[src/rtl/redmule_job_ctrl.sv]
// Job controller for the matrix engine: a small FIFO of pending jobs feeding a
// five-state sequencer (IDLE, STARTING, COMPUTING, FINISHED, ABORT). The
// sequencer has a watchdog and raises done/error events to the core that
// offloaded the current job.
module redmule_job_ctrl #(
    parameter int N_CORES     = 8,
    parameter int QUEUE_DEPTH = 4,
    parameter int JOB_ID_W    = 8,
    parameter int TIMEOUT_W   = 16
) (
    input  logic                               clk_i,
    input  logic                               rst_i,
    input  logic                               clear_i,
    input  logic                               abort_i,
    input  logic                               job_valid_i,
    output logic                               job_ready_o,
    input  logic [JOB_ID_W-1:0]                job_id_i,
    input  logic [$clog2(N_CORES)-1:0]         job_core_i,
    input  logic                               tiler_valid_i,
    output logic                               tiler_setback_o,
    input  logic                               w_loaded_i,
    input  logic                               z_done_i,
    input  logic [TIMEOUT_W-1:0]               timeout_i,
    output logic                               busy_o,
    output logic                               first_load_o,
    output logic                               flush_o,
    output logic                               finished_o,
    output logic                               idle_o,
    output logic                               err_o,
    output logic [N_CORES-1:0][1:0]            evt_o,
    output logic [JOB_ID_W-1:0]                cur_job_id_o,
    output logic [$clog2(QUEUE_DEPTH+1)-1:0]   queue_count_o
);

    localparam int CORE_W = $clog2(N_CORES);
    localparam int PTR_W  = $clog2(QUEUE_DEPTH);
    localparam int CNT_W  = $clog2(QUEUE_DEPTH + 1);

    typedef enum logic [2:0] {
        ST_IDLE      = 3'd0,
        ST_STARTING  = 3'd1,
        ST_COMPUTING = 3'd2,
        ST_FINISHED  = 3'd3,
        ST_ABORT     = 3'd4
    } state_t;

    state_t              state_reg;
    logic [JOB_ID_W-1:0] id_mem   [QUEUE_DEPTH];
    logic [CORE_W-1:0]   core_mem [QUEUE_DEPTH];
    logic [PTR_W-1:0]    wr_ptr_reg;
    logic [PTR_W-1:0]    rd_ptr_reg;
    logic [CNT_W-1:0]    count_reg;
    logic [TIMEOUT_W-1:0] wd_reg;
    logic                err_reg;
    logic [JOB_ID_W-1:0] cur_id_reg;
    logic [CORE_W-1:0]   cur_core_reg;

    logic push;
    logic pop;
    logic wd_expired;

    // Ready depends only on occupancy: a full queue never accepts, even if it pops this cycle.
    assign job_ready_o = (count_reg < CNT_W'(QUEUE_DEPTH));
    // A clear or reset in the same cycle swallows any push or pop.
    assign push        = job_valid_i && job_ready_o && !clear_i && !rst_i;
    assign pop         = (state_reg == ST_IDLE) && (count_reg != '0) && tiler_valid_i
                         && !clear_i && !rst_i;
    assign tiler_setback_o = pop;
    assign wd_expired  = (timeout_i != '0) && (wd_reg == timeout_i - TIMEOUT_W'(1));

    // Queue storage: plain array written on push, no reset needed on the data.
    always_ff @(posedge clk_i) begin
        if (push) begin
            id_mem[wr_ptr_reg]   <= job_id_i;
            core_mem[wr_ptr_reg] <= job_core_i;
        end
    end

    // Queue pointers and occupancy; pointers wrap naturally at the power-of-two depth.
    always_ff @(posedge clk_i) begin
        if (rst_i || clear_i) begin
            wr_ptr_reg <= '0;
            rd_ptr_reg <= '0;
            count_reg  <= '0;
        end else begin
            if (push) begin
                wr_ptr_reg <= wr_ptr_reg + PTR_W'(1);
            end
            if (pop) begin
                rd_ptr_reg <= rd_ptr_reg + PTR_W'(1);
            end
            case ({push, pop})
                2'b10:   count_reg <= count_reg + CNT_W'(1);
                2'b01:   count_reg <= count_reg - CNT_W'(1);
                default: count_reg <= count_reg;
            endcase
        end
    end

    // Job sequencer with watchdog, sticky error flag and current-job latch.
    always_ff @(posedge clk_i) begin
        if (rst_i) begin
            state_reg    <= ST_IDLE;
            wd_reg       <= '0;
            err_reg      <= 1'b0;
            cur_id_reg   <= '0;
            cur_core_reg <= '0;
        end else if (clear_i) begin
            state_reg <= ST_IDLE;
            wd_reg    <= '0;
            err_reg   <= 1'b0;
        end else begin
            case (state_reg)
                ST_IDLE: begin
                    if (pop) begin
                        state_reg    <= ST_STARTING;
                        wd_reg       <= '0;
                        cur_id_reg   <= id_mem[rd_ptr_reg];
                        cur_core_reg <= core_mem[rd_ptr_reg];
                    end
                end
                ST_STARTING: begin
                    wd_reg <= wd_reg + TIMEOUT_W'(1);
                    // abort beats watchdog beats the first weight load
                    if (abort_i || wd_expired) begin
                        state_reg <= ST_ABORT;
                        err_reg   <= 1'b1;
                    end else if (w_loaded_i) begin
                        state_reg <= ST_COMPUTING;
                    end
                end
                ST_COMPUTING: begin
                    wd_reg <= wd_reg + TIMEOUT_W'(1);
                    // a job that completes in the same cycle as an abort still counts as done
                    if (z_done_i) begin
                        state_reg <= ST_FINISHED;
                    end else if (abort_i || wd_expired) begin
                        state_reg <= ST_ABORT;
                        err_reg   <= 1'b1;
                    end
                end
                ST_FINISHED: state_reg <= ST_IDLE;
                ST_ABORT:    state_reg <= ST_IDLE;
                default:     state_reg <= ST_IDLE;
            endcase
        end
    end

    assign busy_o        = (state_reg == ST_STARTING) || (state_reg == ST_COMPUTING);
    assign first_load_o  = (state_reg == ST_STARTING);
    assign flush_o       = (state_reg == ST_FINISHED) || (state_reg == ST_ABORT);
    assign finished_o    = (state_reg == ST_FINISHED);
    assign idle_o        = (state_reg == ST_IDLE) && (count_reg == '0);
    assign err_o         = err_reg;
    assign cur_job_id_o  = cur_id_reg;
    assign queue_count_o = count_reg;

    // Events go only to the core that owns the current job.
    generate
        for (genvar gi = 0; gi < N_CORES; gi++) begin : g_evt
            assign evt_o[gi][0] = (state_reg == ST_FINISHED) && (cur_core_reg == CORE_W'(gi));
            assign evt_o[gi][1] = (state_reg == ST_ABORT)    && (cur_core_reg == CORE_W'(gi));
        end
    endgenerate

endmodule

[config.mk]
export PLATFORM = sky130hd
export DESIGN_NAME = redmule_job_ctrl
export DESIGN_NICKNAME = d
export VERILOG_FILES = /design/src/rtl/redmule_job_ctrl.sv
export SDC_FILE = /design/constraint.sdc
export NUM_CORES = 1
export LEC_CHECK = 0
export ABC_AREA = 1
export CAP_MARGIN = 25
export CELL_PAD_IN_SITES_DETAIL_PLACEMENT = 1
export CELL_PAD_IN_SITES_GLOBAL_PLACEMENT = 1
export CORE_ASPECT_RATIO = 0.5
export CORE_MARGIN = 5
export CORE_UTILIZATION = 43
export DETAILED_ROUTE_END_ITERATION = 10
export PLACE_DENSITY_LB_ADDON = 0.1
export SETUP_SLACK_MARGIN = 0.3
export SLEW_MARGIN = 20
export SYNTH_ARGS = -nofsm -noshare
export SYNTH_HDL_FRONTEND = slang
export SYNTH_SLANG_ARGS = --single-unit
[constraint.sdc]
create_clock -name clk_i -period 6.9 [get_ports clk_i]
set_input_delay 1.725 -clock clk_i [delete_from_list [all_inputs] [get_ports clk_i]]
set_output_delay 1.725 -clock clk_i [all_outputs]
set_load 0.005 [all_outputs]
# Word-level counts from Yosys, hierarchy flattened
# Memory sizes are Yosys's and may differ from the RTL's. A register that Yosys moved wholly into a read port is not among the register bits.
# Index checks and enable logic that the tools add are counted.
[totals]
input_bits = 35
ff_bits = 27
memories = 2
ramBits = 44
wordCells = 93
out_inout_bits = 35
[memory_table]
columns = ["memory", "depth", "word_bits", "rd", "rd_clocked_by_memory_dff", "write_ports", "line", "rtl"]
rows = [
  ["id_mem", 4, 8, 1, 1, 1, "48", "logic [JOB_ID_W-1:0] id_mem [QUEUE_DEPTH];"],
  ["core_mem", 4, 3, 1, 1, 1, "49", "logic [CORE_W-1:0] core_mem [QUEUE_DEPTH];"],
]
[classes]
mux = 14
reduce_logical = 45
n_addsub = 6
order_cmp = 1
eq_ne = 18
bitwise = 1
[op_table]
columns = ["cell", "n"]
rows = [
  ["case mux 16 bit (2 select lines)", 1],
  ["logical AND 1 bit", 25],
  ["adder 16 x 1 -> 16 bit (second input constant)", 1],
  ["equality test 16 bit", 1],
  ["2-to-1 mux 16 bit", 1],
  ["nonzero test 16 bit", 1],
  ["subtractor 16 x 1 -> 16 bit (second input constant)", 1],
  ["equality test 3 bit (second input constant)", 5],
  ["2-to-1 mux 3 bit", 5],
  ["equality test 3 x 2 -> 1 bit (second input constant)", 4],
  ["logical NOT 3 bit", 3],
  ["case mux 3 bit (3 select lines)", 1],
  ["equality test 3 x 1 -> 1 bit (second input constant)", 2],
  ["case mux 3 bit (2 select lines)", 1],
  ["AND reduction 3 bit", 2],
  ["nonzero test 2 bit", 3],
  ["adder 2 x 1 -> 2 bit (second input constant)", 2],
  ["logical OR 1 bit", 4],
  ["2-to-1 mux 1 bit", 4],
  ["!= test 2 bit (second input constant)", 2],
  ["AND reduction 2 bit", 2],
  ["OR reduction 2 bit", 2],
  ["adder 3 x 1 -> 3 bit (second input constant)", 1],
  ["< comparator 3 bit (second input constant)", 1],
  ["9 further kinds", 10],
]

# Logic depth before layout (Yosys ltp)
# Gate-level depths: netlist of the first run.
[depth]
depth_word = 7
depth_mapped = 17
depth_no_buf = 17

# Worst setup path before layout of the first run
# No wires, ideal clock.
[synth_timing]
path_kind = "input to output"
startpoint = "input port rst_i"
endpoint = "output port tiler_setback_o"
slack_ns = 2.632
path_stages = 5
t_required_ns = 5.175
path_buffers = 2
t_arrival_ns = 2.543
path_cell_list = "nor2_4 nand3_1 nor2_2 buf_2 buf_2"
[synth_between]
elab_chain_cells = 2
[synth_lines]
columns = ["item", "line", "rtl"]
rows = [
  ["from (decl)", "12", "input logic rst_i,"],
  ["logical NOT 1 bit", "67", "&& !clear_i && !rst_i;"],
  ["logical AND 1 bit", "67", ""],
  ["to (decl)", "20", "output logic tiler_setback_o,"],
]
# No other way between the ends.

# Worst setup path after layout of the first run
# Same ends and word-level chain as after synthesis.

==> out/metrics.cfg, run 1 <==
[power_and_ir_drop]
pwr-share-clk=0.467
pwr-share-comb=0.062
powerDensity_nw_per_um2=205.5
seq_power_share=0.471
leakagePower_nw=1.954
power.internal_mw=0.8679
irDropWorstVdd_mv=0.1649
p_sw_frac=0.2124
switching_power_mw=0.2341

[sta]
finClkSkew_ns=0.005231
setup-violations-final=0
period_share=0.7921
max-slew-margin-rel=0.4094
rsz0062_at_grt=no
final_max_slew_viol_count=0
holdWs_ns=0.4683
hold_violations=0
fmax_ghz=0.1830
worst_pin_slew_ns=0.8846
fin_crit_ns=5.465
fin_tns_setup_ns=0

[floorplan]
rows=25
core_sq_um=9478
initial_utilization=0.4417
die_x_um=149.5
chipHeight_um=79.77
die_area_sq_um=11930
ioPinCount=70

[final_layout]
final.fill_count=1143
layout_commonest_cell=nor2_1
nNetsFinal=626
final_cell_mix=nor2_1, nand2_1, clkdlybuf4s50_1, inv_1, edfxtp_1
syn2layout_area_growth_pct=28.09
antenna_cells=0
layout-drive-gt1-share=0.07313
largest_reg_flops=32

[synthesis]
syn_inst=510
synthDistinctLibCells=35
ys_seq_area_frac=0.4973
synth_top_family_by_area=simple AND/OR/NAND/NOR gates
netlist_area_sq_um=4187
synthAdderAreaFrac=0.02570
syn_area_per_cell_sq_um=8.209
synthesis.nets=553
synth-simple-area-share=0.2744
synth_compound_area_frac=0.1121
yosys-mux-area-fraction=0
yosysTopAreaCellShare=0.3156
ys_top_cells_by_area=edfxtp_1, dfxtp_1, nor2_1
ys_warn_count=0
synthXorXnorAreaFrac=0.02301
ys_seq_elements=82
synth_top_area_cell=edfxtp_1

[outcome]
status=finished, final reports clean

[setup_path]
cpLargestDelayFamily=buffers and inverters
slowest_delay_ns=0.71
cp_slowest_cell=clkdlybuf4s50_1
start_kind=input port
crit_arrival_ns=3.74
crit_fanout=12
critical_path_buf_inv_count=2
cp.required_ns=5.18
crit_type=in -> out
path_cells=clkdlybuf4s50_1, nor2_4, nand3_1, nor2_2, clkdlybuf4s50_1
cp-startpoint=rst_i
endpoint_kind=output pin
rr_startpoint=state_reg[2]
crit_path_frequent_cell=clkdlybuf4s50_1

[grt]
grt_use_total=0.2020
grt_antenna_before_repair=0
grt_pass1_vias=3821
grt_remaining_overflow=0
grt_pass1_wl_mm=18.62
grt_max_degree=25

[route]
dr.pass1.iters=4
first_iter_violations=146
postRouteAntennaNets=0
wl_per_cell_um=15.78
drt_wl_total_mm=11.41
via_count=3648
via_per_inst=5.046
drc_errors=0

[cts]
cts_sinks=82
cts_made_buffers=9
htreeDepth=3
clk_pin_slew_ns=0.06
cts_tree=built
cts.path.max_buffers=2
ctsHoldBuffers=0
post_cts_buffers=0
clock_latency_ns=0.34
ctsResizeCount=0
clock-root-buffer=clkbuf_16

[job]
max-cap-violations=0

[min_path]
holdCritStartpoint=err_o
hp-class=reg -> reg

[placement]
dp_hpwl_mm=8.431
globalplace.congestion=0.7618
port_buffers=69

layout make-up:
cell class,count,area [sq um],area share
sequential,82,2082,0.3882
multi-input combinational,354,1824,0.3402
timing repair buffer,73,732.0,0.1365
inverter,63,236.5,0.04410
clock buffer,10,229.0,0.04270
tap,135,168.9,0.03150
clock inverter,6,90.09,0.01680
power by group through the flow:
stage	Combinational, mW	Sequential [mW]	Clock (mW)
final	0.0681	0.519	0.515
after CTS	0.0688	0.519	0.522
after floorplan	0.0310	0.530	0
after global placement	0.0646	0.530	0
after detailed placement	0.0681	0.530	0
after global routing	0.0758	0.519	0.542
tightest hold or removal path, cell delays in order, from the launching register on:
cell and delay, ns:
dfxtp_1 0.31, inv_1 0.05, a21oi_1 0.06
cells by family (layout without fill, tap and decap cells):
logic type	after synthesis	in the layout
AO/OA/AOI/OAI	83	83
XOR/XNOR	11	11
adder cells (fa/ha/maj)	8	8
buffers and inverters	74	152
flip-flops	82	82
AND/OR/NAND/NOR	252	252
cells in the mapped netlist, drive strengths merged:
cell,count
clkinv,2
o21ai,42
a311oi,8
nor3,12
or2,1
clkbuf,8
a221oi,1
a21oi,22
o21a,2
a211oi,4
nand3,34
nor3b,1
buf,3
o22ai,4
nor2,113
fa,1
edfxtp,44
xnor2,3
inv,61
xor2,8
ha,7
nand3b,4
nand2,81
dfxtp,38
nand4,6
per-stage QoR:
stage,area [sq um],cells,util,setup slack [ns],total power [mW]
after floorplan,4187,510,-,2.632,0.5605
after CTS,5360,723,0.5655,1.416,1.111
after global routing,5363,723,0.5658,1.320,1.137
after detailed placement,5041,707,0.5319,1.443,0.5980
after global placement,5007,704,0.5283,1.486,0.5943
final,5363,723,0.5658,1.435,1.102
routing by layer:
metal,GRT usage,wire (um),vias up
met1,0.2214,4965,1732
li1,-,-,1838
met5,0,0,-
met2,0.3869,5816,66
met3,0.05389,512,12
met4,0.05662,117,0
final timing paths:
check	endpoint	slack [ns]	depth (start not counted)
worst max-delay path	tiler_setback_o	1.43	5
worst min-delay path	err_o	0.47	2
worst max register to register	queue_count_o[2]	4.32	11
worst min register to register	err_o	0.47	2
Note: power is estimated with default switching activity, not from simulation.
==> run 2, diff against run 1 <==
--- a/config.mk
+++ b/config.mk
@@ -11,7 +11,7 @@
 export CELL_PAD_IN_SITES_GLOBAL_PLACEMENT = 1
 export CORE_ASPECT_RATIO = 0.5
 export CORE_MARGIN = 5
-export CORE_UTILIZATION = 43
+export CORE_UTILIZATION = 40
 export DETAILED_ROUTE_END_ITERATION = 10
 export PLACE_DENSITY_LB_ADDON = 0.1
 export SETUP_SLACK_MARGIN = 0.3
==> constraint.sdc (replaced) <==
create_clock -name clk_i -period 5.3 [get_ports clk_i]
set_input_delay 1.325 -clock clk_i [delete_from_list [all_inputs] [get_ports clk_i]]
set_output_delay 1.325 -clock clk_i [all_outputs]
set_load 0.005 [all_outputs]
==> run 2 against run 1 <==
  * Clock power is 11% higher
  * Design area down 0.86%
  * Utilization down 4.5 points
  * Critical path type unchanged
  * Largest power group unchanged
  * Highest routed layer unchanged
==> out/metrics.cfg, run 2 (synthesis gave the netlist of run 1 again) <==
[setup_path]
crit_path_frequent_cell=clkdlybuf4s50_1
path_cells=clkdlybuf4s50_1, nor2_4, nand3_1, nor2_2, clkdlybuf4s50_1
cpLargestDelayFamily=buffers and inverters
crit_type=in -> out
cp.required_ns=3.97  ; -1.21 ns
worstReg2RegEnd=queue_count_o[2]
rr_startpoint=queue_count_o[1]
cp-startpoint=rst_i
crit_fanout=12  ; unchanged
crit_arrival_ns=3.33  ; -0.41 ns
critical_path_buf_inv_count=2  ; unchanged
cp_slowest_cell=clkdlybuf4s50_1
slowest_delay_ns=0.72  ; about the same
cp_num_cells=5  ; unchanged
r2r_cells=12  ; +1
crit_path_end=tiler_setback_o
endpoint_kind=output pin
start_kind=input port
ff2ff_setup_slack_ns=2.77  ; -1.55 ns

[sta]
rsz0062_at_grt=no
final_max_slew_viol_count=0  ; unchanged
period_share=0.8783
hold_violations=0  ; unchanged
finClkSkew_ns=0.003494  ; -0.001736 ns
worst_pin_slew_ns=0.8482  ; -0.03647 ns
max-slew-margin-rel=0.4338  ; +0.02435
fin_crit_ns=4.655
holdWs_ns=0.4653  ; -0.002955 ns
fin_tns_setup_ns=0  ; unchanged
fmax_ghz=0.2148
setup-violations-final=0  ; unchanged

[final_layout]
final.fill_count=1250  ; +9.4%
register_area_sq_um=2082  ; unchanged
final_cell_mix=nor2_1, nand2_1, clkdlybuf4s50_1, inv_1, edfxtp_1
largest_reg_flops=32  ; unchanged
syn2layout_area_growth_pct=26.99
layout-drive-gt1-share=0.07131  ; -0.001822
antenna_cells=0  ; unchanged
stdcell_count=729  ; +0.83%
multi_input_area_sq_um=1822  ; -0.14%
nNetsFinal=627  ; +0.16%
final_cell_area_sq_um=5316  ; -0.86%
layout_commonest_cell=nor2_1

[power_and_ir_drop]
seq_power_share=0.507  ; +0.036
power.internal_mw=1.034  ; +19%
leakagePower_nw=1.926  ; -1.4%
p_sw_frac=0.2244  ; +0.01196
irDropWorstVdd_mv=0.1703  ; +3.3%
switching_power_mw=0.2993  ; +28%
powerDensity_nw_per_um2=250.9  ; +22%
pwr-share-clk=0.428  ; -0.039
pwr-share-comb=0.065  ; +0.003

[cts]
clock_latency_ns=0.34  ; about the same
ctsHoldBuffers=0  ; unchanged
cts_tree=built
cts_made_buffers=9  ; unchanged
clock-root-buffer=clkbuf_16
cts.path.max_buffers=2  ; unchanged
htreeDepth=3  ; unchanged
post_cts_buffers=0  ; unchanged
ctsResizeCount=0  ; unchanged
clk_pin_slew_ns=0.06  ; about the same
cts_sinks=82  ; unchanged

[job]
max-cap-violations=0  ; unchanged

[placement]
dp_hpwl_mm=7.943  ; -5.8%
place_area_sq_um=5044  ; about the same
place_inst=713  ; +0.85%
port_buffers=69  ; unchanged
globalplace.congestion=0.7548  ; -0.92%

[route]
dr.pass1.iters=4  ; unchanged
via_per_inst=4.933  ; -2.2%
first_iter_violations=77  ; -47%
via_count=3596  ; -1.4%
drc_errors=0  ; unchanged
drt_wl_total_mm=10.89  ; -4.5%
wl_per_cell_um=14.94  ; -5.3%
postRouteAntennaNets=0  ; unchanged

[grt]
grt_remaining_overflow=0  ; unchanged
grt_max_degree=25  ; unchanged
grt_pass1_vias=3702  ; -3.1%
grt_use_total=0.1776  ; -0.02438
grt_pass1_wl_mm=17.86  ; -4.1%
grt_antenna_before_repair=0  ; unchanged

[floorplan]
core_sq_um=10210  ; +7.8%
die_x_um=154.7  ; +3.4%
chipHeight_um=82.34  ; +3.2%
rows=26  ; +4.0%
ioPinCount=70  ; unchanged
initial_utilization=0.4098  ; -0.03187
die_area_sq_um=12740  ; +6.8%

[min_path]
hp-class=reg -> reg

[outcome]
status=finished, final reports clean

## run 2: cell count changes in the layout (fill, tap and decap cells not counted), moves of 2 or more
cell        previous run  this run
clkinvlp_4             1         3
bufinv_16              2         0
buf_4                  1         5
buf_6                  3         0
## run 2: layer usage
| layer | vias up | part of all wire | wire, um | track usage |
|---|---|---|---|---|
| li1 | 1854 | - | - | - |
| met1 | 1677 | 0.47 | 5152 | 0.2127 |
| met2 | 49 | 0.48 | 5212 | 0.3196 |
| met3 | 16 | 0.035 | 379 | 0.04893 |
| met4 | 0 | 0.014 | 148 | 0.05198 |
| met5 | - | 0 | 0 | 0 |
## run 2: power groups by stage
stage	clock network, mW	logic, mW	registers, mW
finish	0.570	0.0871	0.676
detailed placement	0	0.0878	0.690
global route	0.617	0.0977	0.676
floorplan	0	0.0403	0.689
global placement	0	0.0854	0.690
CTS	0.587	0.0885	0.676
## run 2: worst min-delay path by stage
stage | startpoint | end | slack [ns] | cells after the start
2_1_floorplan | wd_reg[15] | wd_reg[15] | 0.45 | 1
3_3_place_gp | err_o | err_o | 0.45 | 2
3_5_place_dp | err_o | err_o | 0.46 | 2
4_1_cts | err_o | err_o | 0.47 | 2
5_1_grt | err_o | err_o | 0.49 | 2
6_report | err_o | err_o | 0.47 | 2
## run 2: through the flow
| stage | utilization | power [mW] | setup WS (ns) |
|---|---|---|---|
| floorplan | - | 0.7297 | 1.832 |
| global placement | 0.4938 | 0.7749 | 0.6896 |
| detailed placement | 0.4938 | 0.7776 | 0.6665 |
| CTS | 0.5205 | 1.351 | 0.6477 |
| global route | 0.5205 | 1.390 | 0.4961 |
| finish | 0.5205 | 1.334 | 0.6449 |
## run 2: worst reg2reg max path, delay by kind of cell, from the launching register on
family                   cells  cell delay, ns
AO/OA/AOI/OAI                4            0.50
adder cells (fa/ha/maj)      2            0.57
buffers and inverters        3            0.45
flip-flops                   1            0.39
AND/OR/NAND/NOR              3            0.51
## run 2: layout make-up
type / count / share of cell area
Clock inverter: 5 / 0.007531
Tap cell: 140 / 0.03295
Multi-Input combinational cell: 354 / 0.3427
Inverter: 63 / 0.04448
Clock buffer: 11 / 0.04377
Timing Repair Buffer: 74 / 0.1370
Sequential cell: 82 / 0.3916
==> run 3, diff against run 2 <==
--- a/config.mk
+++ b/config.mk
@@ -10,7 +10,6 @@
 export CELL_PAD_IN_SITES_DETAIL_PLACEMENT = 1
 export CELL_PAD_IN_SITES_GLOBAL_PLACEMENT = 1
 export CORE_ASPECT_RATIO = 0.5
-export CORE_MARGIN = 5
 export CORE_UTILIZATION = 40
 export DETAILED_ROUTE_END_ITERATION = 10
 export PLACE_DENSITY_LB_ADDON = 0.1
==> run 3 against run 2 <==
  * Clock power is 2% lower
  * Clock skew is 0.0029 ns higher
  * Combinational power rose by 0.9%
  * Power fell by 1.1%
  * Utilization grew 2.2 points
  * Largest power group unchanged
  * Sequential power barely moved
  * Routed wire length fell by 6.0%
  * Hold slack got worse by 0.012 ns
==> out/metrics.cfg, run 3 (synthesis gave the netlist of run 1 again) <==
[outcome]
status=finished, final reports clean

[cts]
ctsHoldBuffers=0  ; unchanged
clock_latency_ns=0.34  ; about the same
ctsResizeCount=0  ; unchanged
cts_sinks=82  ; unchanged
post_cts_buffers=0  ; unchanged
cts_tree=built
htreeDepth=3  ; unchanged
cts_made_buffers=9  ; unchanged
clk_pin_slew_ns=0.06  ; about the same
clock-root-buffer=clkbuf_16
cts.path.max_buffers=2  ; unchanged

[route]
via_count=3599  ; +0.083%
wl_per_cell_um=14.13  ; -5.5%
drc_errors=0  ; unchanged
dr.pass1.iters=6  ; +2
via_per_inst=4.964  ; +0.64%
postRouteAntennaNets=0  ; unchanged
drt_wl_total_mm=10.24  ; -6.0%
first_iter_violations=120  ; +56%

[setup_path]
start_kind=input port
rr_startpoint=queue_count_o[1]
cp.required_ns=3.97  ; about the same
critical_path_buf_inv_count=3  ; +1
crit_type=in -> out
r2r_cells=12  ; unchanged
slowest_delay_ns=0.55  ; -0.17 ns
path_cells=clkdlybuf4s50_1, buf_4, nor2_4, nand3_1, nor2_2, clkdlybuf4s50_1
endpoint_kind=output pin
worstReg2RegEnd=queue_count_o[2]
crit_fanout=12  ; unchanged
cpLargestDelayFamily=buffers and inverters
crit_arrival_ns=3.06  ; -0.27 ns
ff2ff_setup_slack_ns=2.77  ; about the same
crit_path_frequent_cell=clkdlybuf4s50_1
cp_slowest_cell=clkdlybuf4s50_1

[sta]
max-slew-margin-rel=0.4334  ; about the same
hold_violations=0  ; unchanged
setup-violations-final=0  ; unchanged
finClkSkew_ns=0.006418  ; +0.002924 ns
period_share=0.8280  ; -0.05037
rsz0062_at_grt=no
fmax_ghz=0.2279  ; +6.1%
final_max_slew_viol_count=0  ; unchanged
fin_tns_setup_ns=0  ; unchanged
fin_crit_ns=4.388  ; -0.2669 ns
worst_pin_slew_ns=0.8487  ; +0.0005227 ns

[final_layout]
antenna_cells=0  ; unchanged
largest_reg_flops=32  ; unchanged
final.fill_count=1207  ; -3.4%
multi_input_area_sq_um=1822  ; unchanged
syn2layout_area_growth_pct=26.84
layout_commonest_cell=nor2_1
layout-drive-gt1-share=0.06949  ; -0.001816
final_cell_mix=nor2_1, nand2_1, clkdlybuf4s50_1, inv_1, edfxtp_1
register_area_sq_um=2082  ; unchanged
finish.utilization=0.5424  ; +0.02191
nNetsFinal=628  ; +0.16%

[floorplan]
core_sq_um=9791  ; -4.2%
chipHeight_um=74.34  ; -9.7%
ioPinCount=70  ; unchanged
initial_utilization=0.4276  ; +0.01776
die_area_sq_um=10900  ; -14%
rows=25  ; -3.8%
die_x_um=146.7  ; -5.2%

[grt]
grt_antenna_before_repair=0  ; unchanged
use_met1=0.2475  ; +0.03481
gr-usage-met2=0.3576  ; +0.03799
grt_util_met3=0.04540  ; -0.003534
grt_remaining_overflow=0  ; unchanged
grt_max_degree=25  ; unchanged
grt_pass1_wl_mm=16.83  ; -5.8%
grt-busiest-layer=met2
grt_pass1_vias=3523  ; -4.8%
grt_use_total=0.1993  ; +0.02166

[placement]
globalplace.congestion=0.7971  ; +5.6%
port_buffers=69  ; unchanged
dp_hpwl_mm=7.507  ; -5.5%

[power_and_ir_drop]
power_mw=1.320  ; -1.1%
powerDensity_nw_per_um2=248.5  ; -0.94%
leakagePower_nw=1.933  ; +0.38%
irDropWorstVdd_mv=0.1567  ; -8.0%

[min_path]
hp-class=reg -> reg
min_to=err_o
min_path_cells=2  ; unchanged
holdCritStartpoint=err_o

[job]
max-cap-violations=0  ; unchanged

[run 3: changes by cell type in the layout (fill, tap and decap cells not counted), sizes merged]
cell,previous run,this run
clkinv,3,6
clkinvlp,3,1
inv,62,61
buf,5,6
[run 3: power by group]
part	leakage [nW]	internal [mW]	switching, mW
clock	0.125	0.316	0.240
combinational	1.11	0.0411	0.0467
sequential	0.704	0.674	0.00196
total	1.93	1.03	0.289
[run 3: area by class of cell]
type	count	share of cell area
multi-input cells	354	0.3431
flip-flops and latches	82	0.3921
well taps	135	0.03181
clock buffers	11	0.04383
inverters	63	0.04453
clock inverters	5	0.006126
repair buffers	75	0.1385
[run 3: worst max-delay path by stage]
stage	startpoint	cells after the start	slack [ns]	end
floorplan	rst_i	5	1.83	tiler_setback_o
global placement	rst_i	6	0.92	tiler_setback_o
detailed placement	rst_i	6	0.92	tiler_setback_o
CTS	rst_i	6	0.91	tiler_setback_o
global route	rst_i	6	0.81	tiler_setback_o
finish	rst_i	6	0.91	tiler_setback_o
[run 3: per-layer routing]
layer,part of all wire,routed length (um),up-vias
li1,-,-,1846
met1,0.48,4946,1701
met2,0.48,4915,46
met3,0.031,317,6
met4,0.0062,63,0
met5,0,0,-
[run 3: per-stage QoR]
stage / hold slack (ns) / setup slack [ns] / instance area (sq um) / std cells
6_report: 0.4538 / 0.9118 / 5310 / 725
5_1_grt: 0.4741 / 0.8144 / 5310 / 725
4_1_cts: 0.4568 / 0.9057 / 5310 / 725
3_5_place_dp: 0.4457 / 0.9182 / 5045 / 709
3_3_place_gp: 0.4432 / 0.9182 / 5045 / 709
2_1_floorplan: 0.4458 / 1.832 / 4187 / 510
[run 3: worst reg2reg max path, cell delays in order (launching register included)]
cell     delay, ns
dfxtp_1       0.37
inv_1         0.09
nand3_1       0.17
nand3_1       0.14
nor2_2        0.21
buf_4         0.29
ha_1          0.19
inv_1         0.07
fa_1          0.38
a21oi_1       0.14
o21ai_0       0.12
o21ai_0       0.20
a21oi_1       0.06
==> RTL change, RTL diff (flow settings as in run 2) <==
Encoding of `state_t`: now one-hot (5 bits for 5 states).
--- a/src/rtl/redmule_job_ctrl.sv
+++ b/src/rtl/redmule_job_ctrl.sv
@@ -37,10 +37,10 @@
     localparam int CNT_W  = $clog2(QUEUE_DEPTH + 1);
 
-    typedef enum logic [2:0] {
-        ST_IDLE      = 3'd0,
-        ST_STARTING  = 3'd1,
-        ST_COMPUTING = 3'd2,
-        ST_FINISHED  = 3'd3,
-        ST_ABORT     = 3'd4
+    typedef enum logic [4:0] {
+        ST_IDLE      = 5'b00001,
+        ST_STARTING  = 5'b00010,
+        ST_COMPUTING = 5'b00100,
+        ST_FINISHED  = 5'b01000,
+        ST_ABORT     = 5'b10000
     } state_t;
 
Function: no difference found for any inputs over 10 cycles, from zero or initial values and one cycle with rst_i high; not proved beyond that.
==> RTL change against run 2 <==
Worst setup slack gained 0.37 ns; design area increased by 2.7%; area after synthesis rose by 1.9%; die area rose by 1.7%; sequential cell count increased by 2; utilization rose by 0.88 points; combinational power grew 3.8%; routed wire length grew 4.9%; power is 8.6% higher; largest cell class unchanged; largest power group unchanged.
==> RTL change: results (changes against run 2) <==
Outcome
  – Status: completed (unchanged)

Yosys
  – Top post-synthesis cells by area: edfxtp_1 31%, dfxtp_1 19%, nor2_1 9.4% (was edfxtp_1 32%, dfxtp_1 18%, nor2_1 9.4%)
  – EDFF count, synth: 44 (unchanged)
  – Top cells by count, synth: 107 x nor2_1, 66 x nand2_1, 56 x inv_1, 46 x o21ai_0, 44 x edfxtp_1 (was 105 x nor2_1, 75 x nand2_1, 60 x inv_1, 44 x edfxtp_1, 41 x o21ai_0)
  – Sequential element share of the synthesized area: 0.497 (about the same)
  – Synth unique cells: 39 (was 35)
  – Synthesized Nets: 550 (was 553)

Worst setup path
  – RR Endpoint: queue_count_o[2]$_SDFFE_PP0P_ (unchanged)
  – Worst r2r path cells: 12 (unchanged)
  – RR Startpoint: queue_count_o[1]$_SDFFE_PP0P_ (unchanged)
  – Reg2reg setup slack: 2.76 ns (was 2.77 ns)
  – CP arrival: 2.96 ns (was 3.33 ns)
  – Critical path peak fanout: 12 (unchanged)

Global routing
  – Antenna violations before repair: 0 (unchanged)
  – Largest net degree at the start of global routing: 25 (unchanged)
  – Global-route wire length before repair: 18600 um (was 17900 um)
  – Vias in the first global route: 3824 (was 3702)
  – All-layer global routing usage: 0.179 (was 0.178)

Layout
  – Nets: 625 (was 627)
  – Max reg flops: 32 (unchanged)
  – Share of layout cells above drive strength 1: 0.0818 (was 0.0713)
  – Antenna Cells: 0 (unchanged)

Pwr
  – Leak: 2.03 nW (was 1.93 nW)
  – Max IR drop VDD: 0.000187 V (was 0.000170 V)

Place
  – Global placer's final weighted congestion: 0.732 (was 0.755)
  – Hpwl dp: 8590 um (was 7940 um)
  – Port Buffers: 69 (unchanged)
  – Placed Area: 0.00514 mm2 (was 0.00504 mm2)

Clock network
  – PostCTS Resize Cnt: 0 (unchanged)
  – Post-CTS Setup Bufs: 0 (unchanged)
  – Cts bufs inserted: 9 (unchanged)
  – Hold Buf Count CTS: 0 (unchanged)
  – CTS Root Cell: clkbuf_16 (unchanged)
  – Worst skew pair latency: 0.33 ns
  – # H-tree levels: 3 (unchanged)
  – Clk buf depth: 2 (unchanged)
  – Clk pin slew, worst setup/hold paths: 0.06 ns (about the same)

Hold path
  – Hold path startpoint: err_o$_SDFFE_PP0P_ (unchanged)
  – Worst hold path endpoint: err_o$_SDFFE_PP0P_ (unchanged)
  – Hold/Removal Path Class: reg -> reg (unchanged)
  – Hold path cells: 2 (unchanged)

Drt
  – Vias per inst: 5.00 (was 4.93)
  – Pre-antenna DRT Iters: 4 (unchanged)
  – Drt wl/cell: 15.7 um (was 14.9 um)
  – DRT iter0 DRCs: 108 (was 77)

STA
  – Clock skew: 0.00606 ns (was 0.00349 ns)
  – Max-slew violations: 0 (unchanged)
  – Max-slew headroom: 0.438 (was 0.434)
-- RTL change: changes by cell type after synthesis, moves of 3 or more --
cell,change
o21ai_0,+5
a211oi_1,-4
nor2_4,+4
nand3_1,-5
nor2_2,-3
nor3_4,-3
nand2_2,-4
a311oi_1,-8
nand2_1,-9
nand4_2,+3
inv_2,+3
a31oi_1,+8
inv_1,-4
-- RTL change: stage by stage --
step	util	worst slack [ns]	power (mW)	cells	hold slack, ns
6_report	0.529	1.02	1.45	727	0.463
5_1_grt	0.529	0.903	1.50	727	0.483
4_1_cts	0.529	1.02	1.47	727	0.463
3_5_place_dp	0.498	1.03	0.796	711	0.454
3_3_place_gp	0.496	1.08	0.793	709	0.447
2_1_floorplan	-	1.83	0.746	507	0.447
-- RTL change: layout make-up --
class / instances / area [um2]
Clock buffer: 11 / 233
Clock inverter: 5 / 85.1
Fill cell: 1229 / 4850
Inverter: 62 / 233
Multi-Input combinational cell: 351 / 1870
Sequential cell: 84 / 2120
Tap cell: 140 / 175
Timing Repair Buffer: 74 / 736
-- RTL change: worst max path at each step --
stage	cells after the start	slack, ns	to	start
after detailed placement	6	1.03	tiler_setback_o	rst_i
after global placement	6	1.08	tiler_setback_o	rst_i
after floorplan	5	1.83	tiler_setback_o	rst_i
after CTS	6	1.02	tiler_setback_o	rst_i
final	6	1.02	tiler_setback_o	rst_i
after global routing	6	0.90	tiler_setback_o	rst_i
-- RTL change: cell families after synthesis --
logic type | after synthesis | synth area share
compound gates | 86 | 0.112
fa+ha+maj | 8 | 0.0252
buf+inv | 72 | 0.0639
xor+xnor | 15 | 0.0340
flops | 84 | 0.497
simple gates | 242 | 0.268
-- RTL change: power breakdown --
part,switching (mW),total (mW),leakage (nW),internal [mW]
registers,0.00245,0.692,0.720,0.689
clock network,0.252,0.667,0.150,0.415
logic,0.0483,0.0904,1.16,0.0421
-- RTL change: worst max-delay path, stage by stage --
cell	delay (ns)
clkdlybuf4s50_1	0.42
nor2_1	0.11
buf_4	0.18
nand3_1	0.19
nor2_4	0.19
clkdlybuf4s50_1	0.54
-- RTL change: routing by layer --
layer	GRT usage	wire, um	vias up	share of wire
met4	0.0516	163	0	0.014
met3	0.0389	415	19	0.036
li1	-	-	1843	-
met2	0.321	5710	57	0.50
met1	0.214	5140	1718	0.45
met5	0	0	-	0
